$ cat config.mk
export PLATFORM = sky130hd
export DESIGN_NAME = pwm_from_count
export DESIGN_NICKNAME = d
export VERILOG_FILES = /design/src/rtl/pwm_from_count.sv
export SDC_FILE = /design/constraint.sdc
export NUM_CORES = 1
export LEC_CHECK = 0
export BUFFER_PORTS_ARGS = -buffer_cell sky130_fd_sc_hd__buf_2
export CAP_MARGIN = 5
export CELL_PAD_IN_SITES_DETAIL_PLACEMENT = 1
export CELL_PAD_IN_SITES_GLOBAL_PLACEMENT = 1
export CORE_MARGIN = 10
export CORE_UTILIZATION = 40
export CTS_CLUSTER_DIAMETER = 50
export DETAILED_ROUTE_END_ITERATION = 7
export PLACE_DENSITY_LB_ADDON = 0.08
export RECOVER_POWER = 100
export REMOVE_ABC_BUFFERS = 1
export SETUP_SLACK_MARGIN = 0.02
export SLEW_MARGIN = 5
export SYNTH_ARGS = -nofsm -noshare
export SYNTH_HDL_FRONTEND = slang
export SYNTH_SLANG_ARGS = --single-unit
$ cat constraint.sdc
create_clock -name clk -period 4.1 [get_ports clk]
set_clock_uncertainty 0.15 [all_clocks]
set_input_delay 0.615 -clock clk [delete_from_list [all_inputs] [get_ports clk]]
set_output_delay 0.615 -clock clk [all_outputs]
set_load 0.05 [all_outputs]
$ cat src/rtl/pwm_from_count.sv
// PWM generator driven by an upstream 4-bit counter. It also marks wraps with a pulse and counts them,
// flags count discontinuities, and double-buffers duty updates so a new duty takes effect only at a wrap.
module pwm_from_count (
  input  logic       clk,
  input  logic       reset,
  input  logic [3:0] count_in,
  input  logic       enable,
  input  logic [3:0] duty_in,
  input  logic       duty_wr,
  input  logic       clear_flags,
  output logic       pwm_out,
  output logic       period_done,
  output logic       duty_pending,
  output logic       jump_flag,
  output logic [7:0] period_cnt
);

  logic [3:0] prev_cnt_q;
  logic       prev_valid_q;
  logic [3:0] pend_duty_q, pend_duty_d;
  logic [3:0] act_duty_q,  act_duty_d;
  logic       pending_q,   pending_d;
  logic       pwm_q,       pwm_d;
  logic       done_q,      done_d;
  logic       jump_q,      jump_d;
  logic [7:0] pcnt_q,      pcnt_d;

  logic is_step, is_hold, is_jump, is_wrap;

  always_comb begin
    is_step = prev_valid_q && (count_in == prev_cnt_q + 4'd1);
    is_hold = prev_valid_q && (count_in == prev_cnt_q);
    is_jump = prev_valid_q && !is_step && !is_hold;
    is_wrap = is_step && (prev_cnt_q == 4'd15);
  end

  always_comb begin
    pwm_d  = enable && (count_in < act_duty_q);
    done_d = is_wrap;

    // An event in the same cycle as clear_flags overrides the clear.
    jump_d = jump_q;
    if (is_jump)
      jump_d = 1'b1;
    else if (clear_flags)
      jump_d = 1'b0;

    pcnt_d = pcnt_q;
    if (is_wrap)
      pcnt_d = clear_flags ? 8'd1 : pcnt_q + 8'd1;
    else if (clear_flags)
      pcnt_d = '0;

    act_duty_d  = act_duty_q;
    pend_duty_d = pend_duty_q;
    pending_d   = pending_q;
    if (is_wrap && pending_q)
      act_duty_d = pend_duty_q;
    // A write coinciding with a wrap is kept pending for the following wrap.
    if (duty_wr) begin
      pend_duty_d = duty_in;
      pending_d   = 1'b1;
    end else if (is_wrap) begin
      pending_d   = 1'b0;
    end
  end

  always_ff @(posedge clk or posedge reset) begin
    if (reset) begin
      prev_cnt_q   <= '0;
      prev_valid_q <= 1'b0;
      pend_duty_q  <= '0;
      act_duty_q   <= '0;
      pending_q    <= 1'b0;
      pwm_q        <= 1'b0;
      done_q       <= 1'b0;
      jump_q       <= 1'b0;
      pcnt_q       <= '0;
    end else begin
      prev_cnt_q   <= count_in;
      prev_valid_q <= 1'b1;
      pend_duty_q  <= pend_duty_d;
      act_duty_q   <= act_duty_d;
      pending_q    <= pending_d;
      pwm_q        <= pwm_d;
      done_q       <= done_d;
      jump_q       <= jump_d;
      pcnt_q       <= pcnt_d;
    end
  end

  assign pwm_out      = pwm_q;
  assign period_done  = done_q;
  assign duty_pending = pending_q;
  assign jump_flag    = jump_q;
  assign period_cnt   = pcnt_q;

endmodule
==> flow_metrics.py, run 1 <==
metrics = {
    "clocking": {
        "cts_buffer_depth": 2,
        "ctsHtreeMaxLevel": 1,
        "clk_latency_ps": 320,
        "clk_pin_slew_ps": 150,
        "root_buffer": "clkbuf_4",
        "cts_tree": "built",
        "cts_sinks": 25,
        "cts-buffers-inserted": 3,
        "hold_buffers": 0,
        "cts_resized": 0,
        "post_cts_buffers": 0,
    },
    "synthesis": {
        "ys_async_sr_fraction_pct": 100.0,
        "seq_area_frac_synth_pct": 51.33,
        "syn_area_per_cell_sq_um": 11.72,
        "synth_warnings": 0,
        "yosysMostFrequentCell": "dfrtp_1",
        "synth_ff_type": "dfrtp_1",
        "yosys.area.top_type": "dfrtp_1",
        "synth_area_leaders": "dfrtp_1 51%, mux2_1 5.5%, ha_1 5.1%",
        "synth_top_area_share_pct": 51.33,
        "ys_seq_elements": 25,
        "syn-instance-count": 104,
        "yosys.cell_types.count": 30,
        "synthTopCellsByCount": "25 x dfrtp_1, 7 x inv_1, 6 x mux2_1, 6 x nand3_1",
        "synthesis.area_sq_mm": 0.001219,
        "synth_edf_count": 0,
    },
    "die": {
        "die_x_microns": 75.20,
        "ios": 25,
        "dieArea_sq_mm": 0.005654,
        "core_area_sq_mm": 0.002829,
        "rows": 19,
        "die_h_microns": 75.20,
        "initial_core_util_pct": 43.08,
    },
    "detailed_routing": {
        "first_pass_iters": 4,
        "drtAntennaViolNets": 0,
        "viasPerCell": 5.426,
        "first_iter_violations": 38,
        "drcViolationCount": 0,
        "routed_wl_microns": 2629,
        "routedWlPerCell_microns": 16.23,
        "num_vias": 879,
    },
    "critical_path": {
        "end_kind": "register",
        "worstPathMaxFanout": 9,
        "crit_arrival_ps": 2530,
        "required_ps": 4180,
        "start_kind": "register",
        "reg2reg_slack_ps": 1640,
        "rr_worst_depth": 5,
        "crit_type": "register to register",
        "r2r_end": "period_cnt[6]$_DFFE_PP0P_",
        "r2r_start": "prev_cnt_q[0]$_DFF_PP0_",
    },
    "grt": {
        "antenna_found_initial": 0,
        "gr-total-overflow": 0,
        "gr-usage-all-layers_pct": 9.677,
        "grt_pass1_vias": 931,
        "grt_max_degree": 26,
        "grt_pass1_wl_microns": 4271,
    },
    "flow_run": {
        "cap_viol_max_count": 0,
    },
    "min_path": {
        "hold_start": "count_in[0]",
        "hp-class": "input pin to register",
        "holdPathStages": 1,
        "whs_endpoint": "prev_cnt_q[0]$_DFF_PP0_",
    },
    "final_layout": {
        "final_cell_count_no_fill": 162,
        "areaGrowthSynthToFinish_pct": 12.22,
        "multi_input_area_sq_um": 548.0,
        "num_antenna_cells": 0,
        "fillers": 320,
        "num-nets-final": 150,
        "fin_util_pct": 48.34,
        "final-seq-area_sq_um": 625.6,
        "drive_above_1_share_pct": 15.27,
    },
    "power_and_ir_drop": {
        "power.leakage_nw": 0.5992,
        "power_density_mw_per_mm2": 319.4,
        "irDropWorstVdd_mv": 0.1886,
    },
    "placement": {
        "dp_cells": 158,
        "gp_routability_congestion": 0.7476,
        "io_buffers": 24,
        "place_hpwl_microns": 2030,
    },
    "timing": {
        "relSlewSlack_pct": 36.96,
        "setup_viol": 0,
        "finalCriticalPeriod_ps": 2456,
        "rsz0062_at_grt": "no",
        "hold_viol": 0,
        "worst_pin_slew_ps": 944.5,
        "tns_ps": 0,
        "fmax_ghz": 0.4071,
        "period_share_pct": 59.91,
        "slew_violations": 0,
    },
    "outcome": {
        "outcome": "complete, no violations",
    },
}
cells in the final DEF (no fill, tap or decap):
master / netlist / routed
and4_1: 1 / 1
clkbuf_1: 1 / 17
mux2_2: 4 / 4
buf_2: 0 / 7
dfrtp_1: 25 / 25
ha_1: 5 / 5
clkbuf_4: 0 / 3
nor2_1: 5 / 5
or4_1: 2 / 2
a21oi_1: 4 / 4
nor2b_1: 2 / 2
nor4_1: 2 / 2
a31o_2: 2 / 2
xnor2_1: 2 / 2
nand2b_1: 4 / 4
and4b_2: 1 / 1
inv_1: 7 / 7
o21ai_0: 2 / 2
nand3_1: 6 / 6
mux2_1: 6 / 6
o41ai_1: 1 / 1
a311oi_1: 2 / 2
nor3_1: 2 / 2
xor2_2: 1 / 1
nand4_1: 0 / 1
xnor2_2: 1 / 1
clkinvlp_4: 0 / 1
o31ai_1: 2 / 2
nand2_1: 4 / 4
conb_1: 1 / 1
o22ai_1: 1 / 1
a21o_1: 2 / 2
xor2_1: 5 / 5
critical path: stages (launching register included):
cell,delay (ps)
dfrtp_1,440
ha_1,320
xnor2_1,290
nand4_1,370
nor4_1,450
mux2_1,350
metrics by stage:
stage | area (sq um) | hold slack [ps] | power, mW | worst slack [ps]
final | 1368 | 300.0 | 0.4368 | 1644
after global routing | 1368 | 268.4 | 0.4634 | 1529
after CTS | 1404 | 271.6 | 0.4487 | 1783
after detailed placement | 1374 | 325.7 | 0.3322 | 1759
after global placement | 1374 | 317.4 | 0.3295 | 1863
after floorplan | 1215 | 304.1 | 0.3099 | 2029
power breakdown:
group	internal (mW)	switching, mW	total (mW)	leakage, nW
Sequential	0.258	0.00650	0.264	0.319
Combinational	0.0219	0.0372	0.0591	0.266
Clock	0.0372	0.0764	0.114	0.0139
cells by family after synthesis:
kind of cell | Yosys count | share of synthesized area, %
compound gates | 16 | 9.035
xor+xnor | 9 | 7.701
fa+ha+maj | 5 | 5.133
buf+inv | 8 | 2.464
flops | 25 | 51.33
mux | 10 | 9.240
other cells | 1 | 0.3077
simple gates | 30 | 14.78
cell type report:
type                       count  share of cell area (%)
inverter                       7                   1.921
multi-input combinational     71                   40.07
sequential                    25                   45.75
clock inverter                 1                  0.5489
clock buffer                   3                   1.647
tap                           31                   2.836
timing repair buffer          24                   7.228
layer usage:
metal | track usage (%) | share of wire (%)
met4 | 3.093 | 1.3
met2 | 17.14 | 49
met3 | 3.022 | 5.9
met5 | 0 | 0
met1 | 10.82 | 44
sequential cells by signal (all words and copies together) (netlist names):
name	count
pend_duty_q	4
duty_pending	1
prev_valid_q	1
pwm_out	1
act_duty_q	4
prev_cnt_q	4
jump_flag	1
period_done	1
period_cnt	8
worst max-delay path by stage:
stage                             from                   endpoint  cells past startpoint
2_1_floorplan  prev_cnt_q[0]$_DFF_PP0_  period_cnt[6]$_DFFE_PP0P_                      5
3_3_place_gp               count_in[0]  period_cnt[6]$_DFFE_PP0P_                      5
3_5_place_dp               count_in[0]  period_cnt[6]$_DFFE_PP0P_                      5
4_1_cts        prev_cnt_q[0]$_DFF_PP0_  period_cnt[6]$_DFFE_PP0P_                      5
5_1_grt        prev_cnt_q[0]$_DFF_PP0_  period_cnt[6]$_DFFE_PP0P_                      5
6_report       prev_cnt_q[0]$_DFF_PP0_  period_cnt[6]$_DFFE_PP0P_                      5
(Power assumes the default switching activity.)
==> run 2: changes to the inputs <==
--- a/config.mk
+++ b/config.mk
@@ -5,12 +5,13 @@
 export SDC_FILE = /design/constraint.sdc
 export NUM_CORES = 1
 export LEC_CHECK = 0
+export ABC_AREA = 1
 export BUFFER_PORTS_ARGS = -buffer_cell sky130_fd_sc_hd__buf_2
 export CAP_MARGIN = 5
 export CELL_PAD_IN_SITES_DETAIL_PLACEMENT = 1
 export CELL_PAD_IN_SITES_GLOBAL_PLACEMENT = 1
 export CORE_MARGIN = 10
-export CORE_UTILIZATION = 40
+export CORE_UTILIZATION = 36
 export CTS_CLUSTER_DIAMETER = 50
 export DETAILED_ROUTE_END_ITERATION = 7
 export PLACE_DENSITY_LB_ADDON = 0.08
==> constraint.sdc (replaced) <==
create_clock -name clk -period 2 [get_ports clk]
set_clock_uncertainty 0.15 [all_clocks]
set_input_delay 0.3 -clock clk [delete_from_list [all_inputs] [get_ports clk]]
set_output_delay 0.3 -clock clk [all_outputs]
set_load 0.05 [all_outputs]
==> flow_metrics.py, run 2 <==
metrics = {
    "die": {
        "ios": 25,
        "initial_core_util_pct": 38.50,
        "dieArea_sq_mm": 0.006508,
        "die_x_microns": 80.67,
        "rows": 21,
        "die_h_microns": 80.67,
        "core_area_sq_mm": 0.003442,
    },
    "detailed_routing": {
        "routed_wl_microns": 3171,
        "drtAntennaViolNets": 0,
        "first_pass_iters": 4,
        "num_vias": 1133,
        "routedWlPerCell_microns": 13.27,
        "drcViolationCount": 0,
        "viasPerCell": 4.741,
        "first_iter_violations": 64,
    },
    "clocking": {
        "cts_tree": "built",
        "ctsHtreeMaxLevel": 1,
        "cts-buffers-inserted": 3,
        "clk_latency_ps": 270,
        "cts_buffer_depth": 2,
        "clk_pin_slew_ps": 90,
        "cts_sinks": 25,
        "root_buffer": "clkbuf_8",
    },
    "timing": {
        "rsz0062_at_grt": "no",
        "fmax_ghz": 0.5397,
        "relSlewSlack_pct": 56.82,
        "period_share_pct": 92.64,
        "hold_viol": 0,
        "worst_pin_slew_ps": 647.6,
        "slew_violations": 0,
        "finalCriticalPeriod_ps": 1853,
        "setup_viol": 0,
        "tns_ps": 0,
    },
    "synthesis": {
        "synth_top_area_share_pct": 47.21,
        "yosys.cell_types.count": 25,
        "ys_async_sr_fraction_pct": 100.0,
        "syn_area_per_cell_sq_um": 8.129,
        "synth_warnings": 0,
        "synth_area_leaders": "dfrtp_1 47%, nand2_1 16%, nand3_1 8.3%",
        "yosys.area.top_type": "dfrtp_1",
        "ys_seq_elements": 25,
        "synthTopCellsByCount": "57 x nand2_1, 25 x dfrtp_1, 22 x nand3_1",
        "seq_area_frac_synth_pct": 47.21,
        "synth_edf_count": 0,
        "yosysMostFrequentCell": "nand2_1",
        "synth_ff_type": "dfrtp_1",
        "syn-instance-count": 163,
        "synthesis.area_sq_mm": 0.001325,
    },
    "power_and_ir_drop": {
        "power.leakage_nw": 0.8097,
        "power_frac_clock_pct": 31.6,
        "power_frac_seq_pct": 55.8,
        "switching_share_pct": 26.76,
        "power_density_mw_per_mm2": 627.6,
        "power_switching_mw": 0.2587,
        "irDropWorstVdd_mv": 0.2716,
        "p_comb_share_pct": 12.7,
        "p_int_mw": 0.7080,
    },
    "critical_path": {
        "cpMostUsedCell": "nor2_1",
        "cp_num_buf_inv": 1,
        "worst_path_dominant_cell_family": "simple AND/OR/NAND/NOR gates",
        "required_ps": 2060,
        "worstPathMaxFanout": 6,
        "crit_type": "register to register",
        "end_kind": "register",
        "cp_slowest_cell": "dfrtp_1",
        "start_kind": "register",
        "slowest_delay_ps": 430,
        "crit_chain": "ha_1, nor2_1, nor2_1, nor2_4, nand3_4, nor2_2, clkbuf_4",
        "crit_arrival_ps": 1920,
    },
    "grt": {
        "grt_pass1_wl_microns": 5554,
        "grt_pass1_vias": 1240,
        "antenna_found_initial": 0,
        "gr-usage-all-layers_pct": 10.54,
        "grt_max_degree": 26,
        "gr-total-overflow": 0,
    },
    "flow_run": {
        "cap_viol_max_count": 0,
    },
    "final_layout": {
        "num-nets-final": 212,
        "final_cell_mix": "57 x nand2_1, 25 x dfrtp_1, 22 x nand3_1, 17 x inv_1, 17 x clkbuf_1",
        "num_antenna_cells": 0,
        "drive_above_1_share_pct": 12.95,
        "areaGrowthSynthToFinish_pct": 16.24,
        "largest_reg_flops": 8,
        "fin_util_pct": 44.75,
        "final_common_cell": "nand2_1",
    },
    "placement": {
        "gp_routability_congestion": 0.7527,
        "io_buffers": 24,
        "place_hpwl_microns": 2361,
    },
    "min_path": {
        "hp-class": "input pin to register",
    },
    "outcome": {
        "outcome": "complete, no violations",
    },
}
==> run 2: cell types whose count changed after synthesis, moves of 4 or more <==
cell	delta
nand2b_1	-4
mux2_1	-6
nand3_1	+16
nor2_1	+4
nand2_2	+4
mux2_2	-4
nand2_1	+53
inv_1	+10
==> run 2: power by group through the flow <==
| stage | Combinational (mW) | Sequential [mW] | Clock, mW |
|---|---|---|---|
| floorplan | 0.0736 | 0.558 | 0 |
| finish | 0.122 | 0.539 | 0.305 |
| CTS | 0.129 | 0.539 | 0.315 |
| global placement | 0.122 | 0.549 | 0 |
| detailed placement | 0.127 | 0.549 | 0 |
| global route | 0.142 | 0.542 | 0.342 |
==> run 2: worst reg2reg max path: cells and delay by family (launching register included) <==
kind | cells | cell delay, ps
and+or+nand+nor | 5 | 690
DFF | 1 | 430
adders and majority gates | 1 | 320
buffers and inverters | 1 | 210
==> run 2: final cells by class <==
cell class | count | area [sq um]
timing repair buffer | 27 | 122.6
sequential | 25 | 625.6
clock buffer | 4 | 45.04
fill | 441 | 1902
tap | 46 | 57.56
multi-input combinational | 118 | 618.1
inverter | 19 | 71.32
==> run 2: worst paths after layout <==
| kind | from | to | slack [ps] | depth (start not counted) |
|---|---|---|---|---|
| setup / recovery | prev_cnt_q[0]$_DFF_PP0_ | period_done$_DFF_PP0_ | 150 | 7 |
| hold / removal | count_in[0] | prev_cnt_q[0]$_DFF_PP0_ | 30 | 1 |
| setup reg to reg | prev_cnt_q[0]$_DFF_PP0_ | period_done$_DFF_PP0_ | 150 | 7 |
| hold reg to reg | act_duty_q[1]$_DFFE_PP0P_ | act_duty_q[1]$_DFFE_PP0P_ | 330 | 2 |
| max in group asynchronous | reset | period_cnt[4]$_DFFE_PP0P_ | 670 | 4 |
| min in group asynchronous | reset | act_duty_q[0]$_DFFE_PP0P_ | 620 | 4 |
==> run 2: metrics by stage <==
stage               power, mW  std cells  hold WS (ps)  cell area, sq um  setup slack, ps
CTS                    0.9824        237         6.931              1549            152.0
detailed placement     0.6758        232         225.8              1494            176.9
floorplan              0.6315        161         177.3              1309            292.8
global placement       0.6710        232         219.8              1494            225.2
global route            1.026        239         13.61              1540            32.08
finish                 0.9667        239         26.79              1540            147.2
==> run 2: cells by family after synthesis <==
logic type                 Yosys count  share of synthesized area (%)
buffers and inverters               21                          6.609
and+or+nand+nor                    101                          35.41
AOI/OAI and AO/OA                    5                          2.456
adders and majority gates            5                          4.721
other                                1                         0.2830
DFF                                 25                          47.21
xor gates and xnor gates             5                          3.306
==> run 2: repair_timing <==
action                                  in CTS  in global routing
gates resized for setup                      0                  0
endpoints found under the setup margin       0                  2
endpoints found under the hold margin       25                  0
hold buffers                                 1                  0
setup buffers                                0                  1
==> run 2: layer usage <==
metal	GRT usage [%]	vias up	routed length [microns]
met5	0	-	0
met4	3.806	0	62
met3	3.118	6	142
met2	17.68	19	1493
met1	12.38	538	1472
li1	-	570	-
